===== config.mk =====
export PLATFORM = sky130hd
export DESIGN_NAME = mult4_cfg
export DESIGN_NICKNAME = d
export VERILOG_FILES = /design/src/rtl/mult8_seq_pkg.sv /design/src/rtl/mult4_cfg.sv
export SDC_FILE = /design/constraint.sdc
export NUM_CORES = 1
export LEC_CHECK = 0
export BUFFER_PORTS_ARGS = -buffer_cell sky130_fd_sc_hd__buf_4
export CAP_MARGIN = 5
export CORE_UTILIZATION = 35
export DETAILED_ROUTE_END_ITERATION = 12
export PLACE_DENSITY = 0.61
export SETUP_SLACK_MARGIN = 0.4
export SLEW_MARGIN = 5
export SYNTH_ARGS = -nofsm -noshare
export SYNTH_HDL_FRONTEND = slang
export SYNTH_SLANG_ARGS = --single-unit

===== constraint.sdc =====
create_clock -name vclk -period 5.88
set_input_delay 0 -clock vclk [all_inputs]
set_output_delay 0 -clock vclk [all_outputs]
set_load 0.02 [all_outputs]

===== src/rtl/mult8_seq_pkg.sv =====
// Shared types and constants for the sequential 8x8 multiplier built on one 4x4 sub-multiplier.
package mult8_seq_pkg;

   localparam int SUB_W  = 4;
   localparam int PROD_W = 16;

   typedef enum logic [2:0] {
      S_IDLE,
      S_LL,
      S_HL,
      S_LH,
      S_HH,
      S_DONE
   } state_t;

   typedef enum logic [1:0] {
      Q_LL = 2'd0,
      Q_HL = 2'd1,
      Q_LH = 2'd2,
      Q_HH = 2'd3
   } quarter_t;

   // Approximate mode ORs the low cross terms and only adds from weight 7 upward;
   // LL bit 7 is a compensation bit of the quarter itself and is deliberately dropped.
   function automatic logic [PROD_W-1:0] combine_quarters(
      input logic       approx,
      input logic [7:0] ll,
      input logic [7:0] hl,
      input logic [7:0] lh,
      input logic [7:0] hh
   );
      logic [8:0] upper;
      if (approx) begin
         upper = {hh, 1'b0} + {4'b0, hl[7:3]} + {4'b0, lh[7:3]};
         return {upper, ll[6:4] | hl[2:0] | lh[2:0], ll[3:0]};
      end
      return {8'b0, ll} + {4'b0, hl, 4'b0} + {4'b0, lh, 4'b0} + {hh, 8'b0};
   endfunction

endpackage


===== src/rtl/mult4_cfg.sv =====
// Combinational 4x4 quarter-product unit; exact or approximate depending on the quarter being formed.
module mult4_cfg
   import mult8_seq_pkg::*;
(
   input  logic [SUB_W-1:0]   x,
   input  logic [SUB_W-1:0]   y,
   input  logic               approx,
   input  logic [1:0]         qsel,
   output logic [2*SUB_W-1:0] p
);

   logic [2*SUB_W-2:0] col;
   logic [2*SUB_W-1:0] exact_p;
   logic               top_hit;
   logic               next_hit;

   assign exact_p  = 8'(x) * 8'(y);
   assign top_hit  = x[3] & y[3];
   assign next_hit = x[2] & y[2];

   // Each column bit is the OR of all partial-product bits of that weight.
   always_comb begin
      col = '0;
      for (int i = 0; i < SUB_W; i++) begin
         for (int j = 0; j < SUB_W; j++) begin
            col[i+j] = col[i+j] | (x[i] & y[j]);
         end
      end
   end

   always_comb begin
      p = exact_p;
      if (approx) begin
         case (quarter_t'(qsel))
            Q_LL:       p = {1'b1, col};
            Q_HL, Q_LH: p = {top_hit & next_hit, top_hit & ~next_hit, col[5:0]};
            default:    p = exact_p;
         endcase
      end
   end

endmodule


# Word level (Yosys, flattened, before mapping)

Cells that the tools add are included.

$mul: 1
Eq/ne operators: 2
Bitwise logic cells: 28
Muxes and demuxes: 2
Reduce and logical (&&, ||, !) cells: 2

Operators by type and width:

| cell                 | count |
|---|---|
| $and A1 B1 Y1        | 18 |
| $pmux W8 S2          | 1 |
| $or A1 B1 Y1         | 9 |
| $mul A4 B4 Y8        | 1 |
| $mux W8              | 1 |
| $eq A2 B1 Y1 const B | 1 |
| $eq A2 B2 Y1 const B | 1 |
| $logic_not A2 Y1     | 1 |
| $reduce_or A2 Y1     | 1 |
| $not A1 Y1           | 1 |

Register bits after elaboration: 0
Word-level logic and storage cells: 35
Input bits: 11
Output and inout bits: 8

# Depth between registers and ports, before layout

Gate-level depths: netlist of run 1.

Word-level depth: 6
Mapped depth: 10
Gate-level depth less buffers: 10

# Least setup slack after synthesis of run 1

OpenSTA, ideal clock, no wires.

Kind: in2out
Start point: input port x[0]
End point: output port p[6]
Arrival: 2.423 ns
Stages on the path: 9
Buffers on the path: 0
Setup slack: 3.457 ns
Required time: 5.880 ns
Path through: nand2_1 -> fa_1 -> inv_1 -> fa_1 -> fa_1 -> a21o_1 -> a21oi_1 -> xor2_1 -> o22ai_1

Cells in the longest elaborated chain, start to end: 3

RTL lines:

| what              | line            | source |
|---|---|---|
| from (decl)       | mult4_cfg.sv:5  | `input logic [SUB_W-1:0] x,` |
| $mul A4 B4 Y8 (*) | mult4_cfg.sv:17 | `assign exact_p = 8'(x) * 8'(y);` |
| $pmux W8 S2       | mult4_cfg.sv:34 | `case (quarter_t'(qsel))` |
| $mux W8 (*)       | mult4_cfg.sv:33 | `if (approx) begin` |
| to (decl)         | mult4_cfg.sv:9  | `output logic [2*SUB_W-1:0] p` |

Mark *: on every way between the ends. The rest lies on a longest branch, timed or not.

# Worst setup path in the final report of run 1

Ends and elaborated chain as after synthesis.

==> flow_metrics.py, run 1 <==
metrics = {
    "synth": {
        "yosys.area.top_type_share_pct": 35.3,
        "syn-num-nets": 120,
        "ys_warn_count": 0,
        "synthesis.area_sq_um": 673,
        "syn_avg_cell_area_sq_um": 7.83,
        "synth.largest_area_cell": "ha_1",
        "syn_inst": 86,
        "ys_seq_area_share_pct": 0,
        "synth_area_leaders": "ha_1, fa_1, nand2_1",
        "ys_types": 27,
    },
    "place": {
        "placed_cells": 130,
        "dpl_cell_area_sq_um": 847,
        "hpwlAfterDp_mm": 1.27,
        "numPortBuffers": 19,
        "pre_cts_slack_ps": 3330,
        "gp_congestion": 0.810,
    },
    "setup_path": {
        "crit_buf_inv": 3,
        "cp_slowest_cell": "fa_1",
        "worstSetupPathType": "input port to output pin",
        "required_ps": 5880,
        "crit_arrival_ps": 2540,
        "start_kind": "input port",
        "crit_path_end_kind": "output pin",
        "slowest_delay_ps": 530,
        "cp_top_family": "adder cells",
        "crit_fanout": 4,
        "crit_path_cell_trace": "buf_4 > nand2_1 > fa_1 > inv_1 > fa_1 > fa_1 > a21o_1 > a21oi_1 > xor2_1 > o22ai_1 > buf_4",
        "crit_top_cell": "fa_1",
    },
    "routing": {
        "post_drt_wl_per_cell_microns": 10.9,
        "drt_wl_total_mm": 1.41,
        "drcViolationCount": 0,
        "dr.pass1.iters": 5,
        "viasPerCell": 4.75,
        "ant_nets": 0,
        "drt_iter0_markers": 7,
        "vias": 618,
    },
    "power": {
        "powerDensity_nw_per_um2": 108,
        "intPower_mw": 0.0421,
        "p_sw_share_pct": 54.1,
        "clockPowerShare_pct": 0,
        "power_frac_comb_pct": 100.0,
        "vdd_drop_max_uv": 40.0,
        "p_switching_mw": 0.0496,
        "pwr-share-seq_pct": 0,
        "p_leak_nw": 0.493,
    },
    "timing": {
        "period_share_pct": 43.3,
        "layout_min_cycle_time_ps": 2540,
        "relSlewSlack_pct": 74.0,
        "timing.setup.tns_ps": 0,
        "slew_violations": 0,
        "setup_viol": 0,
        "clock.fmax_mhz": 393,
        "final.setup.worst_slack_ps": 3340,
        "rsz0062_at_grt": "no",
        "tightest_slew_ps": 388,
        "hold_viol": 0,
    },
    "final_layout": {
        "instances_no_fill": 130,
        "seq_cells": 0,
        "mostFrequentLayoutCells": "ha_1, buf_4, nand2_1",
        "clockBufferCount": 0,
        "design_area_sq_um": 847,
        "area_delta_synth_final_pct": 25.8,
        "fillers": 212,
        "fin_nets": 141,
        "drive_gt1_share_pct": 22.9,
        "regArea_sq_um": 0,
        "diodes": 0,
        "fin_util_pct": 48.0,
    },
    "floorplanning": {
        "num_io_pins": 19,
        "die_y_microns": 45.9,
        "core_area_sq_um": 1760,
        "dieArea_sq_um": 2100,
        "die_x_microns": 45.9,
        "initial_core_util_pct": 38.2,
        "num_rows": 15,
    },
    "run_status": {
        "status": "finished clean",
    },
    "cts": {
        "cts_setup_buffers": 0,
        "holdBufCountCts": 0,
        "cts_resized": 0,
    },
    "hold_path": {
        "hold_end": "p[0]",
        "hold_path.class": "input port to output pin",
        "hold_depth": 3,
        "holdCritStartpoint": "x[0]",
    },
    "job": {
        "cap_violations": 0,
    },
    "global_routing": {
        "first_global_vias": 541,
        "grt_pass1_wl_mm": 2.38,
        "grt_overflow_total": 0,
        "grt_max_degree": 8,
        "antenna_found_initial": 0,
        "grt_usage_pct": 15.1,
    },
}
==> kinds of logic (layout without fill, tap and decap cells) <==
logic type / count (synthesis) / in the layout / synth area share, %
adder cells (fa/ha/maj): 23 / 23 / 47.2
AO/OA/AOI/OAI: 18 / 18 / 17.1
AND/OR/NAND/NOR: 30 / 30 / 24.7
multiplexers: 1 / 1 / 1.49
buffers and inverters: 12 / 31 / 6.88
XOR/XNOR: 2 / 2 / 2.60
==> worst min-delay path, stage by stage <==
cell	delay, ps
buf_4	90
and2_1	110
buf_4	130
==> power by group through the flow <==
stage / Clock, mW / Combinational [mW] / Sequential, mW
final: 0 / 0.0917 / 0
after global routing: 0 / 0.102 / 0
after CTS: 0 / 0.0923 / 0
after detailed placement: 0 / 0.0913 / 0
after global placement: 0 / 0.0911 / 0
after floorplan: 0 / 0.0599 / 0
==> metal layers <==
metal / vias to the layer above / share of wire (%) / GRT usage [%]
li1: 329 / - / -
met2: 10 / 46 / 25.4
met4: 0 / 0 / 0
met1: 279 / 51 / 22.7
met5: - / 0 / 0
met3: 0 / 2.7 / 0
==> layout make-up <==
class,count,area [sq um],area share (%)
repair buffers,19,143,16.8
well taps,25,31.3,3.69
inverters,12,46.3,5.47
multi-input cells,74,627,74.0
==> synthesized netlist by cell type, drive strengths merged <==
cell type	number
clkinv	1
a21oi	2
inv	11
xor2	1
nor2	2
a21o	2
o21bai	1
a311oi	1
nand2	14
a311o	1
nand3	1
xnor2	1
fa	4
or3	1
o21ai	6
nor4	1
a211oi	2
and2	7
mux2i	1
ha	19
nor2b	3
nand2b	1
o22ai	3
==> worst max path at each step <==
stage	end	from	slack [ps]	cells past startpoint
2_1_floorplan	p[6]	x[0]	3460	9
3_3_place_gp	p[6]	x[0]	3330	11
3_5_place_dp	p[6]	x[0]	3330	11
4_1_cts	p[6]	x[0]	3320	11
5_1_grt	p[6]	x[0]	3210	11
6_report	p[6]	x[0]	3340	11
==> metrics by stage <==
step | total power, mW | hold slack, ps
final | 0.0917 | 334
after global routing | 0.102 | 362
after CTS | 0.0923 | 337
after detailed placement | 0.0913 | 337
after global placement | 0.0911 | 333
after floorplan | 0.0599 | 183
(Power assumes the default switching activity.)
==> inputs of run 2 (changes only) <==
--- a/config.mk
+++ b/config.mk
@@ -5,6 +5,7 @@
 export SDC_FILE = /design/constraint.sdc
 export NUM_CORES = 1
 export LEC_CHECK = 0
+export ABC_AREA = 1
 export BUFFER_PORTS_ARGS = -buffer_cell sky130_fd_sc_hd__buf_4
 export CAP_MARGIN = 5
 export CORE_UTILIZATION = 35
==> constraint.sdc (replaced) <==
create_clock -name vclk -period 2.4
set_input_delay 0 -clock vclk [all_inputs]
set_output_delay 0 -clock vclk [all_outputs]
set_load 0.02 [all_outputs]
==> run 2 against run 1 <==
Compared with the run above:
- largest power group unchanged
- via count increased by 15%
- highest routed layer unchanged
- final area increased by 22%
- cell count is 16% higher
- wire length up 24%
- combinational power increased to 3.2 times the previous value
- flip-flop and latch count stayed put
- non-clock buffer count up 3
- synthesized area grew 0.56%
- largest cell class unchanged
- count of clock-buffer cells in the layout is the same
- synthesized cell count grew 21%
==> flow_metrics.py, run 2 <==
metrics = {
    "routing": {
        "viasPerCell": 4.70,
        "ant_nets": 0,
        "vias": 710,
        "drt_iter0_markers": 8,
        "drcViolationCount": 0,
        "drt_wl_total_mm": 1.76,
        "dr.pass1.iters": 4,
        "post_drt_wl_per_cell_microns": 11.6,
    },
    "global_routing": {
        "first_global_vias": 652,
        "use_met3_pct": 0,
        "busiest_layer": "met2",
        "grt_pass1_wl_mm": 2.77,
        "grt_usage_pct": 17.4,
        "met2_usage_pct": 32.1,
        "grt_max_degree": 8,
        "antenna_found_initial": 0,
        "use_met1_pct": 23.8,
        "grt_overflow_total": 0,
    },
    "power": {
        "powerDensity_nw_per_um2": 280,
        "p_total_mw": 0.289,
        "pwr-share-seq_pct": 0,
        "p_switching_mw": 0.151,
        "power_frac_comb_pct": 100.0,
        "vdd_drop_max_uv": 121,
        "p_sw_share_pct": 52.3,
        "p_leak_nw": 0.639,
        "intPower_mw": 0.138,
        "clockPowerShare_pct": 0,
    },
    "synth": {
        "ys_seq_area_share_pct": 0,
        "syn_inst": 104,
        "synth.largest_area_cell": "ha_1",
        "syn-num-nets": 138,
        "yosys.area.top_type_share_pct": 35.1,
        "ys_types": 19,
        "synth_common_cells": "nand2_1, inv_1, ha_1, nor2_1",
        "synth_area_leaders": "ha_1, nand2_1, fa_1",
        "synth.most_common_cell": "nand2_1",
        "syn_avg_cell_area_sq_um": 6.51,
        "synthesis.area_sq_um": 677,
        "ys_warn_count": 0,
    },
    "timing": {
        "tightest_slew_ps": 291,
        "holdWs_ps": 316,
        "slew_violations": 0,
        "rsz0062_at_grt": "yes",
        "clock.fmax_mhz": 462,
        "relSlewSlack_pct": 80.6,
        "hold_viol": 0,
        "period_share_pct": 90.3,
        "timing.setup.tns_ps": 0,
        "layout_min_cycle_time_ps": 2170,
        "setup_viol": 0,
        "final.setup.worst_slack_ps": 234,
    },
    "floorplanning": {
        "core_area_sq_um": 1760,
        "num_io_pins": 19,
        "die_x_microns": 46.0,
        "dieArea_sq_um": 2110,
        "initial_core_util_pct": 38.4,
        "die_y_microns": 46.0,
        "num_rows": 15,
    },
    "place": {
        "pre_cts_slack_ps": 116,
        "placed_cells": 148,
        "gp_congestion": 0.838,
        "dpl_cell_area_sq_um": 863,
        "hpwlAfterDp_mm": 1.37,
        "numPortBuffers": 19,
    },
    "setup_path": {
        "slowest_delay_ps": 550,
        "worstSetupPathType": "input port to output pin",
        "cp_slowest_cell": "fa_1",
        "crit_fanout": 2,
        "crit_path_cell_trace": "buf_8 > nand2_4 > fa_1 > inv_2 > fa_2 > fa_2 > nand2_2 > nand2_2 > a21oi_2 > nand2_1 > nand2_1 > o21ai_2 > buf_6",
        "crit_arrival_ps": 2170,
        "required_ps": 2400,
        "crit_path_end_kind": "output pin",
        "start_kind": "input port",
        "crit_buf_inv": 3,
        "cp_top_family": "adder cells",
    },
    "job": {
        "cap_violations": 0,
    },
    "hold_path": {
        "hold_path.class": "input port to output pin",
    },
    "final_layout": {
        "diodes": 0,
        "design_area_sq_um": 1030,
        "final_common_cell": "nand2_1",
        "regArea_sq_um": 0,
        "drive_gt1_share_pct": 39.7,
        "instances_no_fill": 151,
        "seq_cells": 0,
        "fin_nets": 162,
        "multiInputGateArea_sq_um": 701,
        "fillers": 176,
        "clockBufferCount": 0,
        "mostFrequentLayoutCells": "nand2_1, inv_1, ha_1",
        "area_delta_synth_final_pct": 52.5,
        "fin_util_pct": 58.5,
    },
    "run_status": {
        "status": "finished clean",
    },
    "cts": {
        "holdBufCountCts": 0,
    },
}
-- run 2: cell types whose count changed after synthesis, moves of 2 or more --
cell / change
nor2_1: +3
o21ai_2: +2
o21ai_0: -3
o22ai_1: -2
a211oi_1: -2
inv_2: +4
nor2b_1: -2
inv_1: +9
nand2_1: +19
nand3_1: +3
and2_1: -6
-- run 2: timing repair --
item | CTS | global route
setup buffers | 3 | 0
pin swaps | 13 | 8
setup endpoints to repair | 5 | 5
gates resized for setup | 24 | 7
endpoints found under the hold margin | 0 | 0
-- run 2: final cells by class --
class,count,area share [%]
tap,25,3.03
multi-input combinational,80,67.9
timing repair buffer,22,20.4
inverter,24,8.73
-- run 2: path summary, 6_finish.rpt --
path,cells after the start,from,endpoint
max,13,x[2],p[6]
min,4,x[0],p[0]
-- run 2: cells by family (layout without fill, tap and decap cells) --
family | count (synthesis) | count (layout) | share of synthesized area, %
buffers and inverters | 24 | 46 | 13.3
adder cells (fa/ha/maj) | 23 | 23 | 47.0
AO/OA/AOI/OAI | 12 | 12 | 12.0
AND/OR/NAND/NOR | 45 | 45 | 27.7
-- run 2: power by group through the flow --
stage                     sequential [mW]  combinational, mW  clock [mW]
after CTS                               0              0.267           0
after global placement                  0              0.218           0
after floorplan                         0              0.145           0
final                                   0              0.289           0
after global routing                    0              0.314           0
after detailed placement                0              0.223           0
-- run 2: metal layers --
metal,part of all wire [%],vias to the layer above,wire (microns)
met4,0,0,0
li1,-,372,-
met1,49,334,862
met5,0,-,0
met2,50,4,881
met3,0.74,0,13
